## config.mk

```make
export PLATFORM = sky130hd
export DESIGN_NAME = user_wb_bridge
export DESIGN_NICKNAME = d
export VERILOG_FILES = /design/src/rtl/user_wb_pkg.sv /design/src/rtl/user_wb_watchdog.sv /design/src/rtl/user_wb_bridge.sv
export SDC_FILE = /design/constraint.sdc
export NUM_CORES = 1
export LEC_CHECK = 0
export ABC_AREA = 1
export BUFFER_PORTS_ARGS = -buffer_cell sky130_fd_sc_hd__buf_2
export CAP_MARGIN = 40
export CORE_ASPECT_RATIO = 2
export CORE_MARGIN = 8
export CORE_UTILIZATION = 42
export CTS_CLUSTER_SIZE = 20
export DETAILED_ROUTE_END_ITERATION = 10
export PLACE_DENSITY = 0.78
export SETUP_SLACK_MARGIN = 0.3
export SYNTH_ARGS = -nofsm -noshare
export SYNTH_HDL_FRONTEND = slang
export SYNTH_SLANG_ARGS = --single-unit
```

## constraint.sdc

```tcl
create_clock -name wb_clk_i -period 1.57 [get_ports wb_clk_i]
set_input_delay 0.157 -clock wb_clk_i [delete_from_list [all_inputs] [get_ports wb_clk_i]]
set_output_delay 0.157 -clock wb_clk_i [all_outputs]
set_load 0.005 [all_outputs]
```

## src/rtl/user_wb_pkg.sv

```systemverilog
// Shared types and constants for the user-area Wishbone bridge:
// FSM encoding, slave indices, default address bases and the error-response word.
package user_wb_pkg;

  typedef enum logic [1:0] {
    ST_IDLE = 2'd0,
    ST_FWD  = 2'd1,
    ST_RESP = 2'd2
  } state_t;

  localparam int NUM_SLV   = 3;
  localparam int FIR_IDX   = 0;
  localparam int MM_IDX    = 1;
  localparam int SDRAM_IDX = 2;

  localparam logic [11:0] FIR_BASE_DEF   = 12'h320;
  localparam logic [11:0] MM_BASE_DEF    = 12'h340;
  localparam logic [11:0] SDRAM_BASE_DEF = 12'h380;
  localparam logic [31:0] ERR_DATA_DEF   = 32'hDEAD_BEEF;

  // Pick the 32-bit read-data lane of the one-hot selected slave.
  function automatic logic [31:0] slv_slice(input logic [95:0] dat, input logic [2:0] oh);
    logic [31:0] res;
    res = '0;
    for (int i = 0; i < NUM_SLV; i++) begin
      if (oh[i]) res = res | dat[i*32 +: 32];
    end
    return res;
  endfunction

endpackage

```

## src/rtl/user_wb_watchdog.sv

```systemverilog
// Per-transaction cycle counter: clear/load/enable, flags terminal count at TIMEOUT-1.
// Single-cycle update; no handshake, the owner decides when it runs.
module user_wb_watchdog #(
  parameter int TIMEOUT = 64,
  parameter int CW      = $clog2(TIMEOUT)
) (
  input  logic          clk,
  input  logic          rst_n,
  input  logic          clr,
  input  logic          ld,
  input  logic [CW-1:0] ld_val,
  input  logic          en,
  output logic          tc
);

  logic [CW-1:0] cnt;

  always_ff @(posedge clk) begin
    if (!rst_n) begin
      cnt <= '0;
    end else if (clr) begin
      cnt <= '0;
    end else if (ld) begin
      cnt <= ld_val;
    end else if (en) begin
      cnt <= cnt + 1'b1;
    end
  end

  assign tc = (cnt == CW'(TIMEOUT - 1));

endmodule

```

## src/rtl/user_wb_bridge.sv

```systemverilog
// Registered Wishbone bridge to FIR/MM/SDRAM slaves, one transaction in flight, timeout watchdog.
// Latency >= 2 cycles mapped, 1 unmapped; a silent slave is aborted after TIMEOUT cycles with ERR_DATA.
module user_wb_bridge
  import user_wb_pkg::*;
#(
  parameter int          TIMEOUT    = 64,
  parameter logic [31:0] ERR_DATA   = ERR_DATA_DEF,
  parameter logic [11:0] FIR_BASE   = FIR_BASE_DEF,
  parameter logic [11:0] MM_BASE    = MM_BASE_DEF,
  parameter logic [11:0] SDRAM_BASE = SDRAM_BASE_DEF
) (
  input  logic        wb_clk_i,
  input  logic        wb_rst_i,
  input  logic        wbs_cyc_i,
  input  logic        wbs_stb_i,
  input  logic        wbs_we_i,
  input  logic [3:0]  wbs_sel_i,
  input  logic [31:0] wbs_adr_i,
  input  logic [31:0] wbs_dat_i,
  output logic        wbs_ack_o,
  output logic [31:0] wbs_dat_o,
  output logic [2:0]  s_cyc_o,
  output logic [2:0]  s_stb_o,
  output logic        s_we_o,
  output logic [3:0]  s_sel_o,
  output logic [31:0] s_adr_o,
  output logic [31:0] s_dat_o,
  input  logic [2:0]  s_ack_i,
  input  logic [95:0] s_dat_i,
  output logic        err_irq_o,
  output logic [15:0] err_cnt_o
);

  state_t      state, state_nxt;
  logic [2:0]  tgt_q, tgt_nxt, hit, stb_nxt;
  logic [31:0] dat_nxt;
  logic        req, slv_ack, wd_tc, latch, err_nxt, ack_nxt;

  assign req     = wbs_cyc_i & wbs_stb_i;
  assign slv_ack = |(s_ack_i & tgt_q);

  always_comb begin
    hit            = '0;
    hit[FIR_IDX]   = (wbs_adr_i[31:20] == FIR_BASE);
    hit[MM_IDX]    = (wbs_adr_i[31:20] == MM_BASE);
    hit[SDRAM_IDX] = (wbs_adr_i[31:20] == SDRAM_BASE);
  end

  user_wb_watchdog #(.TIMEOUT(TIMEOUT)) u_watchdog (
    .clk    (wb_clk_i),
    .rst_n  (wb_rst_i),
    .clr    (latch),
    .ld     (1'b0),
    .ld_val ('0),
    .en     (state == ST_FWD),
    .tc     (wd_tc)
  );

  // State and all output registers; nothing reaches a port combinationally.
  always_ff @(posedge wb_clk_i) begin
    if (!wb_rst_i) begin
      state     <= ST_IDLE;
      tgt_q     <= '0;
      wbs_ack_o <= 1'b0;
      wbs_dat_o <= '0;
      s_cyc_o   <= '0;
      s_stb_o   <= '0;
      s_we_o    <= 1'b0;
      s_sel_o   <= '0;
      s_adr_o   <= '0;
      s_dat_o   <= '0;
      err_irq_o <= 1'b0;
      err_cnt_o <= '0;
    end else begin
      state     <= state_nxt;
      tgt_q     <= tgt_nxt;
      wbs_ack_o <= ack_nxt;
      wbs_dat_o <= dat_nxt;
      s_cyc_o   <= stb_nxt;
      s_stb_o   <= stb_nxt;
      err_irq_o <= err_nxt;
      if (err_nxt && (err_cnt_o != 16'hFFFF)) err_cnt_o <= err_cnt_o + 16'd1;
      if (latch) begin
        s_we_o  <= wbs_we_i;
        s_sel_o <= wbs_sel_i;
        s_adr_o <= wbs_adr_i;
        s_dat_o <= wbs_dat_i;
      end
    end
  end

  // Master abort takes priority; a slave ack beats a coincident timeout.
  always_comb begin
    state_nxt = state;
    case (state)
      ST_IDLE: if (req) state_nxt = (|hit) ? ST_FWD : ST_RESP;
      ST_FWD: begin
        if (!wbs_cyc_i)             state_nxt = ST_IDLE;
        else if (slv_ack || wd_tc)  state_nxt = ST_RESP;
      end
      default: state_nxt = ST_IDLE;
    endcase
  end

  always_comb begin
    latch   = 1'b0;
    tgt_nxt = tgt_q;
    err_nxt = 1'b0;
    dat_nxt = wbs_dat_o;
    case (state)
      ST_IDLE: begin
        if (req) begin
          latch   = 1'b1;
          tgt_nxt = hit;
          if (!(|hit)) begin
            err_nxt = 1'b1;
            dat_nxt = ERR_DATA;
          end
        end
      end
      ST_FWD: begin
        if (wbs_cyc_i) begin
          if (slv_ack) begin
            dat_nxt = s_we_o ? 32'h0 : slv_slice(s_dat_i, tgt_q);
          end else if (wd_tc) begin
            err_nxt = 1'b1;
            dat_nxt = ERR_DATA;
          end
        end
      end
      default: ;
    endcase
    ack_nxt = (state_nxt == ST_RESP);
    stb_nxt = (state_nxt == ST_FWD) ? tgt_nxt : 3'b000;
  end

endmodule

```

== Word level (Yosys, flattened, before mapping) ==
Index checks and enable logic that the tools add are counted.
Cells by class
  add/subtract/negate cells: 2
  muxes and demuxes: 31
  eq/ne operators: 12
  bitwise operators: 5
  reduce and logical (&&, ||, !) cells: 9
Operators with widths (count)
  32-bit two-way mux: 15
  32-bit OR: 2
  32-bit one-hot mux with 2 select lines: 1
  12-bit by 10-bit equality test with 1-bit output (second input constant): 3
  16-bit by 1-bit adder with 16-bit output (second input constant): 1
  16-bit inequality test (second input constant): 1
  2-bit two-way mux: 4
  1-bit two-way mux: 7
  6-bit by 1-bit adder with 6-bit output (second input constant): 1
  6-bit equality test (second input constant): 1
  3-bit two-way mux: 2
  2-bit inequality test (second input constant): 3
  3-bit OR reduction: 2
  5-bit AND reduction: 1
  2-bit by 1-bit equality test with 1-bit output (second input constant): 2
  2-bit one-hot mux with 2 select lines: 1
  3-bit bitwise AND: 1
  3-bit inequality test (second input constant): 1
  2-bit equality test (second input constant): 1
  2-bit zero test: 1
  1-bit one-hot mux with 2 select lines: 1
  2-bit AND reduction: 1
  2-bit nonzero test: 1
  2-bit OR reduction: 1
  4 further kinds: 4
Word-level totals
  word-level logic and storage cells: 71
  register bits: 133
  input bits: 172
  output and inout port bits: 125

== Logic depth before layout (Yosys ltp) ==
Gate-level depths: netlist of the first run.
  depth after elaboration: 16
  depth in mapped cells: 11
  gate-level depth less buffers: 10

== Cells and area by module ==
Synthesis of the first run repeated with hierarchy kept, for this count alone.
Unflattened totals
  cells, all modules: 892
  area total of the unflattened synthesis: 6077.1 sq um
By module, submodules not included
  user_wb_bridge: area each 5696.7 sq um, instances 1, cells each 837, seq. area each 2542.4 sq um
  user_wb_watchdog: area each 380.4 sq um, instances 1, cells each 55, seq. area each 120.1 sq um

== Worst setup path before layout of the first run ==
Ideal clock, no wire load.
  kind: reg2reg
  start: register err_cnt_o[0]
  end: register err_cnt_o[0]
  setup time: 0.115 ns
  setup slack: -0.211 ns
  stages on the path, launching flop included: 10
  data arrival time: 1.666 ns
  buffers on the path: 1
  data required time: 1.455 ns
  period minus slack after synthesis: 1.781 ns
  path through: dfxtp_1 -> ha_1 -> nand2_2 -> nor3_4 -> nand2_4 -> nor2_4 -> nand3_4 -> buf_2 -> a21oi_1 -> nor2_1
On the way
  word-level cells in the longest chain between the ends: 2
  elaborated cells between the ends (all ways): 3
  classes of those cells: add/sub: 1; eq/ne: 1; reduce/logical: 1
RTL lines
  start: declaration: line user_wb_bridge.sv:31  | output logic [15:0] err_cnt_o
  start signal: assignment: line user_wb_bridge.sv:82  | if (err_nxt && (err_cnt_o != 16'hFFFF)) err_cnt_o <= err_cnt_o + 16'd1;
  branches (longest 2 deep; another with 16-bit by 1-bit adder with 16-bit output)
Parallel ways; which one is timed is not known.
A chain may end at the register's enable or synchronous reset.

== Final worst setup path of the first run ==
  start: register state[1]
  end: register s_adr_o[16]
On the way
  word-level cells in the longest chain between the ends: 2
RTL lines
  start: declaration: line user_wb_bridge.sv:34  | state_t state, state_nxt;
  start signal: assignment: line user_wb_bridge.sv:75  | state <= state_nxt;
  2-bit zero test: line user_wb_bridge.sv:110  | case (state)
  1-bit two-way mux: line user_wb_bridge.sv:110
  end signal: assignment: line user_wb_bridge.sv:86  | s_adr_o <= wbs_adr_i;
  end: declaration: line user_wb_bridge.sv:26  | output logic [31:0] s_adr_o,
Every way passes these cells.

==> impl_metrics.py, run 1 <==
metrics = {
    "status": {
        "status": "finished, violations left",
        "violations": "negative setup slack",
    },
    "worst_setup_path": {
        "r2r_start": "state[1]$_SDFF_PN0_",
        "critPathMostFrequentCell": "buf_6",
        "end_kind": "flop",
        "cpMaxStageDelayCell": "dfxtp_4",
        "required_ns": 1.87,
        "cp_cell_sequence": "nor3_4, buf_6, buf_8, buf_6, buf_6, buf_12, buf_8, o21ai_2, nor2_2",
        "arrival_ns": 2.01,
        "max_stage_delay_ns": 0.36,
        "reg2reg_slack_ns": -0.14,
        "crit_fanout": 4,
        "path_class": "reg -> reg",
        "reg2reg_depth": 9,
        "start_kind": "flop",
        "r2r-end": "s_adr_o[16]$_SDFFE_PN0P_",
    },
    "place": {
        "hpwl_mm": 16.2,
        "dp_slack_ns": -0.114,
        "portBuffers": 296,
        "place.gp.congestion": 0.890,
    },
    "yosys": {
        "synthDistinctLibCells": 30,
        "ys_seq_area_frac": 0.448,
        "synth_warnings": 0,
        "ys_ff_latch": 133,
        "synthCells": 874,
        "syn_area_um2": 5950,
        "yosys-top-cells-area": "dfxtp_1, nand2_1, nor2_1, o21ai_0, nand3_1",
        "yosys.area.top_type_share": 0.448,
        "synth_area_leader_cell": "dfxtp_1",
        "synth_nets": 1048,
        "avgSynthCellArea_um2": 6.80,
    },
    "clocking": {
        "path_clk_slew_ns": 0.07,
        "cts_tree": "yes",
        "clk_latency_ns": 0.42,
        "clock_sinks": 133,
        "htree_levels": 4,
        "clk_path_buf_depth": 2,
        "cts_root_buf": "clkbuf_16",
        "cts_made_buffers": 17,
    },
    "min_path": {
        "hp-class": "in -> reg",
        "min_delay_path_depth": 3,
        "min_from": "wbs_sel_i[0]",
        "hold_path_end": "s_sel_o[0]$_SDFFE_PN0P_",
    },
    "sta": {
        "period_minus_slack_ns": 1.71,
        "fin_crit_sh": 1.09,
        "rsz0062_at_grt": "true",
        "hold_viol": 0,
        "slew_viol_final": 0,
        "timing.fmax_ghz": 0.586,
        "setup_viol": 51,
        "tightest_slew_ns": 0.520,
        "relSlewSlack": 0.653,
        "fin_ws_ns": -0.137,
        "fin_skew_ns": 0.0140,
    },
    "power": {
        "ir_drop_uv": 827,
        "p_per_area_nw_per_um2": 845,
        "finalPower_w": 0.00991,
        "p_leak_nw": 5.21,
    },
    "grt": {
        "grt_max_degree": 71,
        "first_global_vias": 8596,
        "grt_pass1_wl_mm": 46.8,
        "grt.overflow.total": 0,
        "grt_antenna_before_repair": 5,
        "grt_usage": 0.330,
    },
    "floorplanning": {
        "pin_count": 297,
        "core_area_um2": 13900,
        "start_util": 0.428,
        "die_h_um": 184,
        "die-area_um2": 18500,
        "fp.dieW_um": 100,
        "std_cell_rows": 61,
    },
    "route": {
        "post_drt_wl_per_cell_um": 22.5,
        "viasPerCell": 5.50,
        "drtIter0Drc": 576,
        "ant_nets": 0,
        "vias": 8342,
        "dr.pass1.iters": 5,
        "wirelength_mm": 34.1,
        "drc": 0,
    },
    "layout": {
        "drive_gt1_frac": 0.537,
        "synthToLayoutAreaGrowth_pct": 97.1,
        "nets": 1486,
    },
    "flow_run": {
        "drv_cap": 0,
    },
}
## stage by stage
stage | cells | util | TNS, ns | hold slack, ns | instance area (um^2)
global route | 1516 | 0.844 | -6.45 | 0.0243 | 11700
detailed placement | 1352 | 0.575 | -2.59 | 0.385 | 7990
CTS | 1499 | 0.802 | -0.00427 | 0.00200 | 11100
global placement | 1352 | 0.575 | -1.52 | 0.376 | 7990
finish | 1517 | 0.844 | -2.00 | 0.0254 | 11700
floorplan | 874 | - | -0.781 | 0.285 | 6080
## placed cells by master, fill, tap and decap left out, types with 19 or more instances in the layout
cell type	Yosys	layout
buf_2	8	296
nand2_1	210	199
dfxtp_1	133	124
nor2_1	210	116
o21ai_2	0	68
dlygate4sd3_1	0	62
nor2_4	1	58
buf_4	3	47
nand3_1	65	42
nor2_2	1	38
a21oi_2	10	24
buf_16	0	24
inv_1	28	22
buf_12	0	19
buf_6	1	19
## critical path: cells and delay by family, from the launching register on
kind | cells | cell delay (ns)
AND/OR/NAND/NOR | 2 | 0.52
AO/OA/AOI/OAI | 1 | 0.06
flip-flops | 1 | 0.36
buffers and inverters | 6 | 0.66
## sequential cells by signal, summed over array words and instances (netlist names), 2 cells and up
signal	cells
wbs_dat_o	32
s_stb_o	3
s_dat_o	32
err_cnt_o	16
u_watchdog.cnt	6
s_sel_o	4
tgt_q	3
state	2
s_adr_o	32
## worst max-delay path by stage
stage,start,end,slack (ns)
after CTS,err_cnt_o[0]$_SDFFE_PN0P_,err_cnt_o[14]$_SDFFE_PN0P_,-0.003
after detailed placement,wbs_adr_i[21],err_cnt_o[3]$_SDFFE_PN0P_,-0.11
after global placement,wbs_adr_i[30],err_cnt_o[13]$_SDFFE_PN0P_,-0.06
final,state[1]$_SDFF_PN0_,s_adr_o[16]$_SDFFE_PN0P_,-0.14
after floorplan,err_cnt_o[0]$_SDFFE_PN0P_,err_cnt_o[0]$_SDFFE_PN0P_,-0.08
after global routing,state[1]$_SDFF_PN0_,s_adr_o[19]$_SDFFE_PN0P_,-0.23
## power by group
group          internal [W]  switching, W  total [W]
clock network       0.00253       0.00161    0.00415
registers           0.00355      0.000158    0.00371
logic               0.00100       0.00105    0.00205
total               0.00708       0.00282    0.00991
## repair_timing
action | in CTS | in global routing
gates resized for setup | 357 | 114
pin swaps | 130 | 61
setup endpoints to repair | 117 | 133
hold endpoints to repair | 62 | 0
buffers inserted | 31 | 12
hold buffers | 62 | 0
gates cloned | 24 | 1
## cells in the mapped netlist
cell and n:
nand2_1 210, nor2_1 210, dfxtp_1 133, o21ai_0 97, nand3_1 65, clkbuf_1 44, inv_1 28, a21oi_1 22
xor2_1 11, a21oi_2 10, buf_2 8, nor3_1 5, buf_4 3, nand4_1 3, o21ai_1 3, xnor2_1 3
ha_1 2, inv_2 2, nand2_2 2, nand2_4 2, nor3_4 2, buf_6 1, nand3_4 1, nand3b_1 1
nor2_2 1, nor2_4 1, nor3_2 1, nor3b_1 1, nor4_1 1, o31ai_1 1
## area by class of cell
| class | count | area, um^2 |
|---|---|---|
| Clock buffer | 18 | 439 |
| Timing Repair Buffer | 474 | 3820 |
| Timing Repair inverter | 1 | 20.0 |
| Fill cell | 731 | 2170 |
| Clock inverter | 12 | 155 |
| Inverter | 30 | 138 |
| Tap cell | 189 | 236 |
| Multi-Input combinational cell | 655 | 4220 |
| Sequential cell | 133 | 2680 |
| Antenna cell | 5 | 12.5 |
## cells by family (layout without fill, tap and decap cells)
logic type	Yosys count	in the layout	synth area share
XOR/XNOR	14	14	0.0206
buffers and inverters	86	535	0.0591
AO/OA/AOI/OAI	133	133	0.119
AND/OR/NAND/NOR	506	506	0.350
other	0	5	0
flip-flops	133	133	0.448
adder cells (fa/ha/maj)	2	2	0.00421
## per-layer routing
metal / track usage / share of wire
met5: 0 / 0.00047
met4: 0.257 / 0.084
met3: 0.112 / 0.097
met2: 0.589 / 0.51
met1: 0.295 / 0.31
No activity file was read; power rests on OpenSTA's default activity.
==> run 2: changes to the inputs <==
--- a/config.mk
+++ b/config.mk
@@ -13,7 +13,7 @@
 export CORE_UTILIZATION = 42
 export CTS_CLUSTER_SIZE = 20
 export DETAILED_ROUTE_END_ITERATION = 10
-export PLACE_DENSITY = 0.78
+export PLACE_DENSITY = 0.83
 export SETUP_SLACK_MARGIN = 0.3
 export SYNTH_ARGS = -nofsm -noshare
 export SYNTH_HDL_FRONTEND = slang
==> run 2 against run 1 <==
Against the previous run: hold slack worse by 0.034 ns; non-clock buffer count down 30; the flow finishes with violations (negative hold slack, negative setup slack); clock skew about the same; global-route usage down 7.2 points; sequential share of layout area up 1.9 points; combinational power down 18%; largest power group unchanged.
==> impl_metrics.py, run 2 (same netlist as run 1, synthesis figures left out) <==
metrics = {
    "status": {
        "violations": "negative hold slack, negative setup slack",
        "status": "finished, violations left",
    },
    "power": {
        "power_switching_w": 0.00262,
        "power.internal_w": 0.00715,
        "p_clk_frac": 0.449,
        "p_per_area_nw_per_um2": 905,
        "ir_drop_uv": 850,
        "power_switching_share": 0.268,
        "finalPower_w": 0.00977,
        "power_frac_comb": 0.173,
        "p_leak_nw": 4.91,
        "power_frac_seq": 0.377,
    },
    "sta": {
        "setup_viol": 16,
        "hold_viol": 1,
        "fin_crit_sh": 1.06,
        "tightest_slew_ns": 0.417,
        "timing.fmax_ghz": 0.601,
        "relSlewSlack": 0.722,
        "fin_skew_ns": 0.0139,
        "fin_ws_ns": -0.0939,
        "final.setup.tns_ns": -0.247,
        "slew_viol_final": 0,
        "holdWs_ns": -0.00816,
        "period_minus_slack_ns": 1.66,
        "rsz0062_at_grt": "true",
    },
    "route": {
        "drc": 0,
        "wirelength_mm": 30.2,
        "post_drt_wl_per_cell_um": 20.3,
        "ant_nets": 0,
        "dr.pass1.iters": 5,
        "vias": 8064,
        "drtIter0Drc": 408,
        "viasPerCell": 5.42,
    },
    "clocking": {
        "htree_levels": 4,
        "clk_path_buf_depth": 2,
        "cts_root_buf": "clkbuf_16",
        "cts_tree": "yes",
        "cts_made_buffers": 17,
        "clock_sinks": 133,
        "clk_latency_ns": 0.42,
        "path_clk_slew_ns": 0.07,
    },
    "place": {
        "portBuffers": 296,
        "place.gp.congestion": 0.935,
        "dp_cells": 1348,
        "hpwl_mm": 16.3,
    },
    "grt": {
        "grt.overflow.total": 0,
        "grt_antenna_before_repair": 2,
        "grt_max_degree": 60,
        "grt_pass1_wl_mm": 37.8,
        "grt_usage": 0.258,
        "first_global_vias": 7645,
    },
    "floorplanning": {
        "std_cell_rows": 61,
        "start_util": 0.428,
        "pin_count": 297,
        "fp.dieW_um": 100,
        "die_h_um": 184,
        "die-area_um2": 18500,
        "core_area_um2": 13900,
    },
    "flow_run": {
        "drv_cap": 0,
    },
    "layout": {
        "synthToLayoutAreaGrowth_pct": 81.7,
        "nFillCells": 861,
        "postLayoutCoreUtil": 0.778,
        "mostFrequentLayoutCells": "buf_2, nand2_1, nor2_1",
        "reg_top3": "s_adr_o: 32 flops, s_dat_o: 32 flops, wbs_dat_o: 32 flops",
        "seq_area_um2": 2680,
        "nets": 1456,
        "drive_gt1_frac": 0.468,
        "multiInputGateArea_um2": 3740,
        "stdcell_count": 1487,
        "final_common_cell": "buf_2",
    },
    "min_path": {
        "min_delay_path_depth": 3,
        "hold_path_end": "s_dat_o[6]$_SDFFE_PN0P_",
        "hp-class": "in -> reg",
        "min_from": "wbs_dat_i[6]",
    },
    "worst_setup_path": {
        "required_ns": 1.87,
        "reg2reg_depth": 9,
        "r2r_start": "u_watchdog.cnt[0]$_SDFFE_PP0P_",
        "crit_fanout": 6,
        "start_kind": "flop",
        "path_class": "reg -> reg",
        "arrival_ns": 1.96,
        "r2r-end": "wbs_dat_o[7]$_SDFFE_PN0P_",
        "end_kind": "flop",
        "reg2reg_slack_ns": -0.09,
    },
}
## run 2: through the flow
step	cell area, um^2	setup slack, ns
2_1_floorplan	6080	-0.0761
3_3_place_gp	7960	-0.0412
5_1_grt	10800	-0.141
3_5_place_dp	7960	-0.114
6_report	10800	-0.0939
4_1_cts	9490	0.0485
## run 2: power groups by stage
stage / Sequential [W] / Combinational (W) / Clock (W)
global route: 0.00370 / 0.00180 / 0.00456
global placement: 0.00370 / 0.00103 / 0
detailed placement: 0.00370 / 0.00104 / 0
CTS: 0.00364 / 0.00123 / 0.00440
floorplan: 0.00372 / 0.000461 / 0
finish: 0.00369 / 0.00169 / 0.00439
## run 2: layout make-up
class                      count  area share
inverter                      30      0.0140
clock buffer                  19      0.0420
clock inverter                12      0.0175
tap                          189      0.0219
multi-input combinational    656       0.347
timing repair buffer         444       0.309
sequential                   133       0.248
antenna                        4    0.000927
## run 2: routing by layer
layer / up-vias / share of wire / track usage / routed length [um]
met2: 506 / 0.52 / 0.469 / 15700
met3: 192 / 0.086 / 0.0748 / 2600
li1: 3618 / - / - / -
met5: - / 0 / 0 / 0
met1: 3748 / 0.32 / 0.236 / 9560
met4: 0 / 0.078 / 0.191 / 2370
## run 2: how the worst max path moves through the flow
stage	depth (start not counted)	startpoint	slack, ns	to
2_1_floorplan	9	err_cnt_o[0]$_SDFFE_PN0P_	-0.08	err_cnt_o[0]$_SDFFE_PN0P_
3_3_place_gp	11	wbs_adr_i[22]	-0.04	err_cnt_o[7]$_SDFFE_PN0P_
3_5_place_dp	11	wbs_adr_i[22]	-0.11	err_cnt_o[8]$_SDFFE_PN0P_
4_1_cts	9	err_cnt_o[0]$_SDFFE_PN0P_	0.05	err_cnt_o[8]$_SDFFE_PN0P_
5_1_grt	9	tgt_q[1]$_SDFF_PN0_	-0.14	wbs_dat_o[27]$_SDFFE_PN0P_
6_report	9	u_watchdog.cnt[0]$_SDFFE_PP0P_	-0.09	wbs_dat_o[7]$_SDFFE_PN0P_
## run 2: what timing repair did
item | 4_1_cts | 5_1_grt
setup buffers | 9 | 9
resized for setup | 40 | 264
endpoints found under the setup margin | 96 | 126
pin swaps | 15 | 80
hold endpoints to repair | 61 | 0
hold buffers | 61 | 0
gates cloned | 2 | 23
## run 2: critical path, stage by stage (launching register included)
cell	delay [ns]
dfxtp_2	0.36
ha_4	0.16
nand3_4	0.09
o21ai_4	0.19
nand2_2	0.10
nand2_4	0.14
clkinv_8	0.11
clkbuf_16	0.18
nor2_1	0.15
nor2_1	0.07
==> run 3: changes to the inputs <==
--- a/config.mk
+++ b/config.mk
@@ -5,15 +5,14 @@
 export SDC_FILE = /design/constraint.sdc
 export NUM_CORES = 1
 export LEC_CHECK = 0
-export ABC_AREA = 1
 export BUFFER_PORTS_ARGS = -buffer_cell sky130_fd_sc_hd__buf_2
 export CAP_MARGIN = 40
 export CORE_ASPECT_RATIO = 2
 export CORE_MARGIN = 8
-export CORE_UTILIZATION = 42
+export CORE_UTILIZATION = 40
 export CTS_CLUSTER_SIZE = 20
 export DETAILED_ROUTE_END_ITERATION = 10
-export PLACE_DENSITY = 0.83
+export PLACE_DENSITY = 0.82
 export SETUP_SLACK_MARGIN = 0.3
 export SYNTH_ARGS = -nofsm -noshare
 export SYNTH_HDL_FRONTEND = slang
==> run 3 against run 2 <==
Against the previous run: the flow finishes with violations (negative setup slack); global-route usage increased by 1.5 points; clock power increased by 3%; critical path depth decreased by 1; first-iteration DRC count decreased by 4.2%; register-to-register slack got worse by 0.31 ns; sequential share of layout area increased by 2.1 points; sequential cell count unchanged; maximum frequency decreased by 16%; die area decreased by 3.4%; via count decreased by 14%; critical endpoint is now wbs_dat_o[11]$_SDFFE_PN0P_; largest cell class is now non-clock buffers.
==> impl_metrics.py, run 3 <==
metrics = {
    "yosys": {
        "synthCells": 648,
        "synthDistinctLibCells": 45,
        "yosys-top-cells-area": "dfxtp_1, nand2_1, a21oi_1, a222oi_1, o221a_2",
        "async_reset_ff_frac": 0,
        "synth_area_leader_cell": "dfxtp_1",
        "ys_top_cells_by_count": "nand2_1, dfxtp_1, a21oi_1",
        "ys_seq_area_frac": 0.489,
        "synth_ff_type": "dfxtp_1",
        "yosys.area.top_type_share": 0.489,
        "synth_warnings": 0,
        "yosys.cell_count.top_type": "nand2_1",
        "synth_edf_count": 0,
        "ys_ff_latch": 133,
        "avgSynthCellArea_um2": 8.40,
        "synth_nets": 822,
        "syn_area_um2": 5440,
    },
    "route": {
        "vias": 6964,
        "drc": 0,
        "viasPerCell": 5.61,
        "dr.pass1.iters": 5,
        "post_drt_wl_per_cell_um": 20.5,
        "ant_nets": 0,
        "drtIter0Drc": 391,
        "wirelength_mm": 25.5,
    },
    "place": {
        "portBuffers": 296,
        "dp_cells": 1104,
        "hpwl_mm": 14.8,
        "postPlaceCellArea_um2": 7430,
        "dp_slack_ns": -0.435,
        "place.gp.congestion": 0.875,
    },
    "grt": {
        "grt_usage": 0.274,
        "grt_pass1_wl_mm": 38.6,
        "first_global_vias": 7499,
        "grt_max_degree": 60,
        "grt.overflow.total": 0,
        "grt_antenna_before_repair": 2,
    },
    "floorplanning": {
        "die_h_um": 181,
        "fp.dieW_um": 98.5,
        "pin_count": 297,
        "die-area_um2": 17800,
        "start_util": 0.407,
        "std_cell_rows": 60,
        "core_area_um2": 13400,
    },
    "power": {
        "ir_drop_uv": 1020,
        "p_per_area_nw_per_um2": 949,
        "p_leak_nw": 4.70,
    },
    "layout": {
        "final_common_cell": "buf_2",
        "stdcell_count": 1242,
        "synthToLayoutAreaGrowth_pct": 82.6,
        "multiInputGateArea_um2": 2930,
        "nFillCells": 876,
        "stdcell_area_um2": 9940,
        "reg_top3": "s_adr_o: 32 flops, s_dat_o: 32 flops, wbs_dat_o: 32 flops",
        "drive_gt1_frac": 0.511,
        "mostFrequentLayoutCells": "buf_2, dfxtp_1, nand2_1",
        "nets": 1247,
        "seq_area_um2": 2670,
    },
    "sta": {
        "rsz0062_at_grt": "true",
        "hold_viol": 0,
        "timing.fmax_ghz": 0.506,
        "relSlewSlack": 0.707,
        "period_minus_slack_ns": 1.98,
        "fin_ws_ns": -0.408,
        "fin_skew_ns": 0.0107,
        "final.setup.tns_ns": -28.83,
        "slew_viol_final": 0,
        "setup_viol": 131,
        "fin_crit_sh": 1.26,
        "tightest_slew_ns": 0.440,
        "holdWs_ns": 0.0181,
    },
    "worst_setup_path": {
        "reg2reg_slack_ns": -0.41,
        "end_kind": "flop",
        "required_ns": 1.86,
        "path_class": "reg -> reg",
        "reg2reg_depth": 8,
        "r2r-end": "wbs_dat_o[11]$_SDFFE_PN0P_",
        "arrival_ns": 2.27,
        "start_kind": "flop",
        "r2r_start": "tgt_q[0]$_SDFF_PN0_",
        "crit_fanout": 10,
    },
    "clocking": {
        "cts_made_buffers": 17,
        "cts_root_buf": "clkbuf_16",
        "clk_latency_ns": 0.41,
        "htree_levels": 4,
        "path_clk_slew_ns": 0.06,
        "cts_tree": "yes",
        "clk_path_buf_depth": 2,
        "clock_sinks": 133,
    },
    "status": {
        "violations": "negative setup slack",
        "status": "finished, violations left",
    },
    "min_path": {
        "hold_path_end": "s_adr_o[15]$_SDFFE_PN0P_",
        "hp-class": "in -> reg",
        "min_from": "wbs_adr_i[15]",
        "min_delay_path_depth": 3,
    },
    "flow_run": {
        "drv_cap": 0,
    },
}
[run 3: cell families after synthesis]
logic type	Yosys count	share of synthesized area
flip-flops	133	0.489
adder cells (fa/ha/maj)	2	0.00460
multiplexers	9	0.0166
buffers and inverters	65	0.0487
AND/OR/NAND/NOR	271	0.212
AO/OA/AOI/OAI	161	0.217
XOR/XNOR	7	0.0113
[run 3: metal layers]
metal  vias up  track usage  routed length [um]
li1       3146            -                   -
met4         0        0.195                1600
met2       416        0.513               13600
met5         -            0                   0
met3       119       0.0943                2310
met1      3283        0.230                8000
[run 3: critical path: stages (launching register included)]
cell and delay [ns]:
dfxtp_2 0.32, a222oi_1 0.44, buf_4 0.21, buf_4 0.11
o21ai_2 0.07, nand3_2 0.11, nand2_4 0.13, clkbuf_16 0.21
o221a_2 0.26
[run 3: area by class of cell]
| type | instances | area share |
|---|---|---|
| diodes | 3 | 0.000756 |
| clock buffers | 18 | 0.0442 |
| clock inverters | 12 | 0.0230 |
| inverters | 10 | 0.00378 |
| multi-input cells | 450 | 0.295 |
| flip-flops and latches | 133 | 0.269 |
| well taps | 155 | 0.0195 |
| repair buffers | 461 | 0.345 |
[run 3: how the worst max path moves through the flow]
stage	startpoint	depth (start not counted)	to
after floorplan	tgt_q[0]$_SDFF_PN0_	6	err_cnt_o[15]$_SDFFE_PN0P_
after global placement	s_ack_i[0]	8	err_cnt_o[9]$_SDFFE_PN0P_
after detailed placement	s_ack_i[0]	7	err_cnt_o[15]$_SDFFE_PN0P_
after CTS	tgt_q[0]$_SDFF_PN0_	6	err_cnt_o[15]$_SDFFE_PN0P_
after global routing	tgt_q[0]$_SDFF_PN0_	8	err_cnt_o[4]$_SDFFE_PN0P_
final	tgt_q[0]$_SDFF_PN0_	8	wbs_dat_o[11]$_SDFFE_PN0P_
[run 3: power by group]
part,internal [W],switching (W)
sequential,0.00351,0.0000873
combinational,0.000735,0.000570
clock,0.00301,0.00151
total,0.00726,0.00217
[run 3: repair_timing]
| item | in CTS | in global routing |
|---|---|---|
| endpoints found under the hold margin | 63 | 0 |
| pin swaps | 84 | 14 |
| hold buffers | 63 | 0 |
| setup buffers | 21 | 7 |
| gates cloned | 13 | 1 |
| gates resized for setup | 135 | 19 |
| setup endpoints to repair | 135 | 134 |
[run 3: through the flow]
step | total power [W] | util
2_1_floorplan | 0.00397 | -
3_3_place_gp | 0.00443 | 0.556
3_5_place_dp | 0.00445 | 0.556
4_1_cts | 0.00942 | 0.732
5_1_grt | 0.00971 | 0.743
6_report | 0.00943 | 0.744
